File: config.mk
export PLATFORM = sky130hd
export DESIGN_NAME = instr_cache_fetch
export DESIGN_NICKNAME = d
export VERILOG_FILES = /design/src/rtl/icache_pkg.sv /design/src/rtl/icache_line_array.sv /design/src/rtl/instr_cache_fetch.sv
export SDC_FILE = /design/constraint.sdc
export NUM_CORES = 1
export LEC_CHECK = 0
export ABC_AREA = 1
export CAP_MARGIN = 0
export CORE_MARGIN = 2
export CORE_UTILIZATION = 34
export CTS_BUF_LIST = sky130_fd_sc_hd__clkbuf_4 sky130_fd_sc_hd__clkbuf_8 sky130_fd_sc_hd__clkbuf_16
export DETAILED_ROUTE_END_ITERATION = 10
export GPL_TIMING_DRIVEN = 0
export PLACE_DENSITY_LB_ADDON = 0.3
export SYNTH_ARGS = -nofsm -noshare
export SYNTH_HDL_FRONTEND = slang
export SYNTH_HIERARCHICAL = 1
export SYNTH_SLANG_ARGS = --single-unit
File: constraint.sdc
create_clock -name CLK -period 10.4 [get_ports CLK]
set_clock_uncertainty 0.15 [all_clocks]
set_input_delay 3.12 -clock CLK [delete_from_list [all_inputs] [get_ports CLK]]
set_output_delay 3.12 -clock CLK [all_outputs]
set_load 0.005 [all_outputs]
File: src/rtl/icache_pkg.sv
// Shared types and width helpers for the direct-mapped instruction cache.
// Optional statistics counters are enabled by defining ICACHE_STATS_EN.
package icache_pkg;

    typedef logic [1:0] state_t;

    localparam state_t IDLE     = 2'd0;
    localparam state_t MEM_READ = 2'd1;
    localparam state_t UPDATE   = 2'd2;

    function automatic int off_w(int words);
        return $clog2(words);
    endfunction

    function automatic int blk_w(int addr_bits, int words);
        return addr_bits - $clog2(words) - 2;
    endfunction

    function automatic int tag_w(int addr_bits, int words, int lines);
        return blk_w(addr_bits, words) - $clog2(lines);
    endfunction

endpackage

File: src/rtl/icache_line_array.sv
// Valid/tag/data storage for the instruction cache.
// One write port, one combinational read port, async clear of valid bits.
module icache_line_array #(
    parameter int LINES  = 8,
    parameter int TAG_W  = 3,
    parameter int DATA_W = 128,
    localparam int IDX_W = $clog2(LINES)
) (
    input  logic              clk,
    input  logic              rst,
    input  logic              we,
    input  logic [IDX_W-1:0]  widx,
    input  logic [TAG_W-1:0]  wtag,
    input  logic [DATA_W-1:0] wdata,
    input  logic [IDX_W-1:0]  ridx,
    output logic              rvalid,
    output logic [TAG_W-1:0]  rtag,
    output logic [DATA_W-1:0] rdata
);

    logic [LINES-1:0]  valid_q;
    logic [TAG_W-1:0]  tag_q  [LINES];
    logic [DATA_W-1:0] data_q [LINES];

    always_ff @(posedge clk or posedge rst) begin
        if (rst) begin
            valid_q <= '0;
        end else if (we) begin
            valid_q[widx] <= 1'b1;
        end
    end

    // Tag and data need no reset: valid gates every use of them.
    always_ff @(posedge clk) begin
        if (we) begin
            tag_q[widx]  <= wtag;
            data_q[widx] <= wdata;
        end
    end

    assign rvalid = valid_q[ridx];
    assign rtag   = tag_q[ridx];
    assign rdata  = data_q[ridx];

endmodule

File: src/rtl/instr_cache_fetch.sv
// Read-only direct-mapped instruction cache with block refill FSM.
// Define ICACHE_STATS_EN to add saturating hit/miss counters.
module instr_cache_fetch
    import icache_pkg::*;
#(
    parameter int NUM_LINES       = 8,
    parameter int WORDS_PER_BLOCK = 4,
    parameter int ADDR_BITS       = 10
) (
    input  logic        CLK,
    input  logic        RESET,
    input  logic [31:0] PC,
    output logic [31:0] INSTRUCTION,
    output logic        BUSYWAIT,
    output logic        mem_read,
    output logic [blk_w(ADDR_BITS, WORDS_PER_BLOCK)-1:0] mem_address,
    input  logic [WORDS_PER_BLOCK*32-1:0] mem_readdata,
    input  logic        mem_busywait
`ifdef ICACHE_STATS_EN
    ,
    output logic [15:0] hit_count,
    output logic [15:0] miss_count
`endif
);

    localparam int OFF_W  = off_w(WORDS_PER_BLOCK);
    localparam int BYTE_W = OFF_W + 2;
    localparam int IDX_W  = $clog2(NUM_LINES);
    localparam int BA_W   = blk_w(ADDR_BITS, WORDS_PER_BLOCK);
    localparam int TAG_W  = tag_w(ADDR_BITS, WORDS_PER_BLOCK, NUM_LINES);
    localparam int DATA_W = WORDS_PER_BLOCK * 32;

    state_t            state_q;
    logic [BA_W-1:0]   blk_q;
    logic [DATA_W-1:0] fill_q;

    logic [BA_W-1:0]   pc_blk;
    logic [IDX_W-1:0]  pc_idx;
    logic [TAG_W-1:0]  pc_tag;
    logic [OFF_W-1:0]  pc_off;

    logic              rd_valid;
    logic [TAG_W-1:0]  rd_tag;
    logic [DATA_W-1:0] rd_data;
    logic              idle;
    logic              hit;
    logic              unused_pc;

    assign pc_blk = PC[ADDR_BITS-1:BYTE_W];
    assign pc_idx = pc_blk[IDX_W-1:0];
    assign pc_tag = pc_blk[BA_W-1:IDX_W];
    assign pc_off = PC[BYTE_W-1:2];
    assign unused_pc = ^{PC[31:ADDR_BITS], PC[1:0]};

    icache_line_array #(
        .LINES  (NUM_LINES),
        .TAG_W  (TAG_W),
        .DATA_W (DATA_W)
    ) u_lines (
        .clk    (CLK),
        .rst    (RESET),
        .we     (state_q == UPDATE),
        .widx   (blk_q[IDX_W-1:0]),
        .wtag   (blk_q[BA_W-1:IDX_W]),
        .wdata  (fill_q),
        .ridx   (pc_idx),
        .rvalid (rd_valid),
        .rtag   (rd_tag),
        .rdata  (rd_data)
    );

    assign idle = (state_q == IDLE);
    assign hit  = rd_valid && (rd_tag == pc_tag);

    assign INSTRUCTION = RESET ? 32'h0 : rd_data[{pc_off, 5'b0} +: 32];
    assign BUSYWAIT    = !RESET && (!idle || !hit);
    assign mem_read    = (state_q == MEM_READ);
    assign mem_address = blk_q;

    always_ff @(posedge CLK or posedge RESET) begin
        if (RESET) begin
            state_q <= IDLE;
            blk_q   <= '0;
            fill_q  <= '0;
        end else begin
            case (state_q)
                IDLE: begin
                    if (!hit) begin
                        blk_q   <= pc_blk;
                        state_q <= MEM_READ;
                    end
                end
                MEM_READ: begin
                    if (!mem_busywait) begin
                        fill_q  <= mem_readdata;
                        state_q <= UPDATE;
                    end
                end
                UPDATE:  state_q <= IDLE;
                default: state_q <= IDLE;
            endcase
        end
    end

`ifdef ICACHE_STATS_EN
    always_ff @(posedge CLK or posedge RESET) begin
        if (RESET) begin
            hit_count  <= '0;
            miss_count <= '0;
        end else if (idle) begin
            if (hit && hit_count != 16'hFFFF) begin
                hit_count <= hit_count + 16'd1;
            end
            if (!hit && miss_count != 16'hFFFF) begin
                miss_count <= miss_count + 16'd1;
            end
        end
    end
`endif

endmodule

Word level (Yosys, flattened, before mapping)
Memory sizes are Yosys's and may differ from the RTL's.
Index checks and enable logic that the tools add are counted.
Word-level totals
  flip-flop bits (word level): 144
  bits in latches: 0
  memory bits (writable): 1048
  ROM bits: 0
  input port bits: 163
  output and inout bits: 40
  logic and storage cells: 39
  memories: 2
Cells by class
  add/sub/neg operators: 0
  $mul: 0
  div/mod/pow operators: 0
  $lt $le $gt $ge: 3
  equal/unequal tests: 5
  shift-type cells: 1
  multiplexer cells: 10
  bitwise operators: 3
  reductions and logical operators: 11
Memory list
  u_lines.data_q: words 8, width 128, rd ports 1, clocked after Yosys merged registers in 0, wr ports 1, line icache_line_array.sv:23  | logic [DATA_W-1:0] data_q [LINES];
  u_lines.tag_q: words 8, width 3, rd ports 1, clocked after Yosys merged registers in 0, wr ports 1, line icache_line_array.sv:22  | logic [TAG_W-1:0] tag_q [LINES];
Operator list (count)
  128-bit by 8-bit indexed part select with 32-bit output: 1
  32-bit 2-to-1 mux: 1
  3-bit by 4-bit < comparator with 1-bit output, second input constant: 2
  8-bit bitwise OR: 1
  2-bit AND reduction: 3
  1-bit 2-to-1 mux: 4
  2-bit 2-to-1 mux: 2
  2-bit inequality test, second input constant: 2
  2-bit case mux with 2 select lines: 1
  1-bit binary-select mux with 3-bit select: 1
  1-bit demux with 3-bit select: 1
  3-bit == test: 1
  3-bit by 1-bit greater-or-equal comparator with 1-bit output, second input constant: 1
  1-bit logical AND: 3
  1-bit logical NOT: 3
  2-bit by 1-bit == test with 1-bit output, second input constant: 1
  2-bit == test, second input constant: 1
  2-bit logical NOT: 1
  1-bit inverter: 2
  1-bit logical OR: 1

Depth between registers and ports, before layout
  word-level depth: 6
  mapped depth: 17
  mapped depth without buffers: 14

By module
The synthesis kept the hierarchy.
By module, submodules not included
  icache_line_array: times used 1, cells each 4589, area an instance 46457.1 µm², sequential area each 31670.4 µm²
  instr_cache_fetch: times used 1, cells each 848, area an instance 6337.3 µm², sequential area each 3403.3 µm²

Worst setup path before layout
Ideal clock, no wire load.
  kind: input port to output port
  start point: input port RESET
  end point: output port BUSYWAIT
  arrival time: 6.354 ns
  data required time: 7.130 ns
  setup slack: 0.776 ns
  cell stages on the path: 4
  path buffers: 1
  path through: clkbuf_1 -> inv_1 -> nand2_1 -> inv_1
On the way
  longest elaborated chain between the ends: 2
Ends and longest elaborated chain
  from (decl): line instr_cache_fetch.sv:11  | input logic RESET,
  1-bit logical NOT (no line)
  1-bit logical AND: line instr_cache_fetch.sv:76  | assign BUSYWAIT = !RESET && (!idle || !hit);
  to (decl): line instr_cache_fetch.sv:14  | output logic BUSYWAIT,
Every way passes these cells.

Worst setup path in the final report
  start point: input port PC[6]
  end point: output port INSTRUCTION[0]
On the way
  longest elaborated chain between the ends: 3
Ends and longest elaborated chain
  from (decl): line instr_cache_fetch.sv:12  | input logic [31:0] PC,
  memory 8 x 128 bit
  via rd_data[64]: line instr_cache_fetch.sv:44  | logic [DATA_W-1:0] rd_data;
  128-bit by 8-bit indexed part select with 32-bit output: line instr_cache_fetch.sv:75  | assign INSTRUCTION = RESET ? 32'h0 : rd_data[{pc_off, 5'b0} +: 32];
  32-bit 2-to-1 mux: line instr_cache_fetch.sv:75
  to (decl): line instr_cache_fetch.sv:13  | output logic [31:0] INSTRUCTION,
The timed path passes the listed nets, and every way through them passes these cells.

==> metrics.md <==
| Metric | Value |
|---|---|
| Clock tree from TritonCTS | built |
| Worst slew pin tran | ~0.96 ns |
| Total clock buffers created by CTS | 121 |
| Layout Cells excl Fill | 7,937 |
| Number of levels in the clock H-tree | 3 |
| ANT nets after route | 0 |
| CTS clock-pin slew for the worst setup and hold paths | 0.06 ns |
| Synthesized net count | approximately 5,600 |
| Post-Place Cells | ~7,700 |
| Share of the yosys chip area belonging to registers | 0.664 |
| Area grow syn2layout | 17.8% |
| Total DRC errors in the routed layout | 0 |
| Setup TNS Final | 0 ns |
| Height of the die | approximately 400 µm |
| Post-Synthesis Mean Instance Area | 9.71 µm² |
| Arrival time at the worst endpoint | between 6 and 7 ns |
| WHS | around 0.32 ns |
| Critical Setup Path Class | primary input to output pin |
| Root buffer selected by CTS | clkbuf_16 |
| Maximum frequency from static timing analysis | roughly 0.097 GHz |
| # clock sinks | roughly 1,200 |
| Skew-Pair Late Insertion Delay | between 0.7 and 0.8 ns |
| Overall die area | 158,000 µm² |
| Detail Placement HPWL | approximately 110,000 µm |
| Part of the cycle the worst path needs | 0.987 |
| Global-route track usage on met2 | 0.299 |
| Count of buffers from port buffering | between 150 and 200 |
| Grt met3 use | 0.0338 |
| Max rail drop VDD | 156 µV |
| Max-cap violations | 0 |
| Width of the die | 398 µm |
| Power density over the cells | approximately 210 nW/µm² |
| Count of filler cells inserted in the layout | approximately 15,000 |
| Count of TritonRoute iterations in the first routing pass | 7 |
| Number of hold violations in the final report | 0 |
| CORE AREA | around 150,000 µm² |
| RSZ-0062 raised after global routing | false |
| Required time at the endpoint of the critical path | 7.13 ns |
| Final routed wirelength across all metal layers | 154,000 µm |
| Critical path capture point type | output pin |
| Total of warnings raised by yosys | 6 |
| Ratio of cells with drive above 1 in the final layout | 0.0953 |
| Highest fanout seen on the critical path | 10 |
| Initial DRC Count | between 3,000 and 4,000 |
| Grt met1 use | 0.273 |
| WL per Instance | between 15 and 20 µm |
| Final design area excluding fillers | 62,200 µm² |
| Nets | roughly 5,900 |
| Worst hold path class | flop to flop |
| Top-level I/O count | between 200 and 250 |
| Leading cell types in the layout, fill and taps excluded | 2,062 x nand2_1, 1,070 x inv_1, 1,048 x edfxtp_1 |
| Hold-fix buffers, CTS | 0 |
| Overall global routing resource usage | 0.193 |
| Vias in the first global route | roughly 35,000 |
| Placed cell area | approximately 58,000 µm² |
| Layer carrying the most global-route usage | met2 |
| Total congestion overflow | 0 |
| Number of storage elements in the synthesis netlist | 1,192 |
| Relative max-transition margin | 0.356 |
| Time the final worst path needs with I/O delays and setup | just over 10 ns |
| First-pass GRT wire length | 224,000 µm |
| Largest net degree at the start of global routing | 73 |
| Most common cell after layout, fill and taps aside | nand2_1 |
| Number of distinct standard cells referenced by the synthesized netlist | 21 |
| Routed via count | between 30,000 and 40,000 |
| Number of pins exceeding their max-slew limit in the final report | 0 |
| Antenna violations before repair | 13 |
| Leakage power figure | about 28 nW |
| Outcome | finished, final reports clean |
| Starting density of the core | 0.343 |
| Area used by multi-input combinational logic | approximately 12,000 µm² |
| Final RePlAce weighted congestion | ~0.90 |
| Cell Area, Synth | around 53,000 µm² |
| Clk buf depth | 3 |
| Final setup violating endpoints | 0 |
| Category of the worst setup path launch point | primary input |
| Storage cell area | 35,100 µm² |
| Instance count of the mapped netlist | between 5,000 and 6,000 |
| Row cnt | 144 |
| Routed vias/inst | roughly 4.6 |
cells in the mapped netlist:
cell type	n	area, µm²
nand3_1	535	2680
o21ai_1	1	5.00
clkinv_1	1	3.75
o21ai_0	71	355
dfrtp_1	144	3600
inv_6	1	8.76
inv_1	1071	4020
nand2_2	70	438
buf_2	142	711
edfxtp_1	1048	31500
buf_8	8	120
clkbuf_1	28	105
buf_1	5	18.8
inv_2	3	11.3
buf_12	2	40.0
buf_4	9	67.6
a21oi_1	32	160
nand2_1	2062	7740
buf_6	62	698
nor2_1	141	529
nor2_4	1	11.3
cell families (layout without fill, tap and decap cells):
kind of cell           after synthesis  count (layout)  synth area share
buffers and inverters             1332            1781             0.110
and+or+nand+nor                   2809            2809             0.216
AOI/OAI and AO/OA                  104             104           0.00986
DFF                               1192            1192             0.664
other                                0               7                 0
per-stage QoR:
step	setup slack (ns)	util	total power [mW]
2_1_floorplan	0.776	-	7.70
3_3_place_gp	-3.59	0.371	8.60
3_5_place_dp	-0.115	0.377	8.65
4_1_cts	0.0839	0.404	13.1
5_1_grt	0.0872	0.404	13.5
6_report	0.136	0.404	12.9
worst max-delay path: stages:
cell	delay [ns]
clkdlybuf4s50_1	0.56
buf_6	0.22
inv_2	0.22
buf_2	0.61
buf_1	0.54
nand2_1	0.13
nand2_1	0.10
nor2_1	0.05
nor2_1	0.09
o21ai_0	0.20
a21oi_1	0.52
clkdlybuf4s50_1	0.62
worst paths after layout:
path | startpoint | end | slack (ns) | depth (start not counted)
max | PC[6] | INSTRUCTION[0] | 0.14 | 12
min | u_lines/valid_q[3] | u_lines/valid_q[3] | 0.32 | 2
max reg2reg | state_q[1] | u_lines/data_q[5][89] | 7.26 | 7
min reg2reg | u_lines/valid_q[3] | u_lines/valid_q[3] | 0.32 | 2
max in group asynchronous | RESET | fill_q[116] | 5.86 | 4
min in group asynchronous | RESET | u_lines/valid_q[7] | 2.70 | 2
report_power, final:
| part | internal, mW | total (mW) | switching (mW) |
|---|---|---|---|
| Clock | 2.55 | 4.40 | 1.86 |
| Sequential | 6.27 | 6.98 | 0.707 |
| Combinational | 0.513 | 1.57 | 1.05 |
| Total | 9.33 | 12.9 | 3.62 |
registers in the layout (all words and copies together) (netlist names):
register         cells
fill_q             128
mem_address          6
state_q              2
u_lines/data_q    1024
u_lines/tag_q       24
u_lines/valid_q      8
final cells by class:
type | instances | share of cell area
flip-flops and latches | 1192 | 0.564
multi-input cells | 2913 | 0.193
inverters | 1076 | 0.0651
clock buffers | 153 | 0.0538
repair buffers | 221 | 0.0435
well taps | 2044 | 0.0411
plain buffers | 256 | 0.0283
clock inverters | 75 | 0.0114
diodes | 7 | 0.000282
routing by layer:
metal  routed length [µm]  up-vias
li1                     -    17600
met5                    0        -
met3                14200      236
met4                 5170        0
met1                65700    17500
met2                68500     1515
timing repair:
action                     4_1_cts  5_1_grt
setup buffers                    0        0
hold endpoints to repair         0        0
pin swaps                        0        0
setup endpoints to repair       14        1
gates resized for setup          1        3
Note: power is estimated with default switching activity, not from simulation.
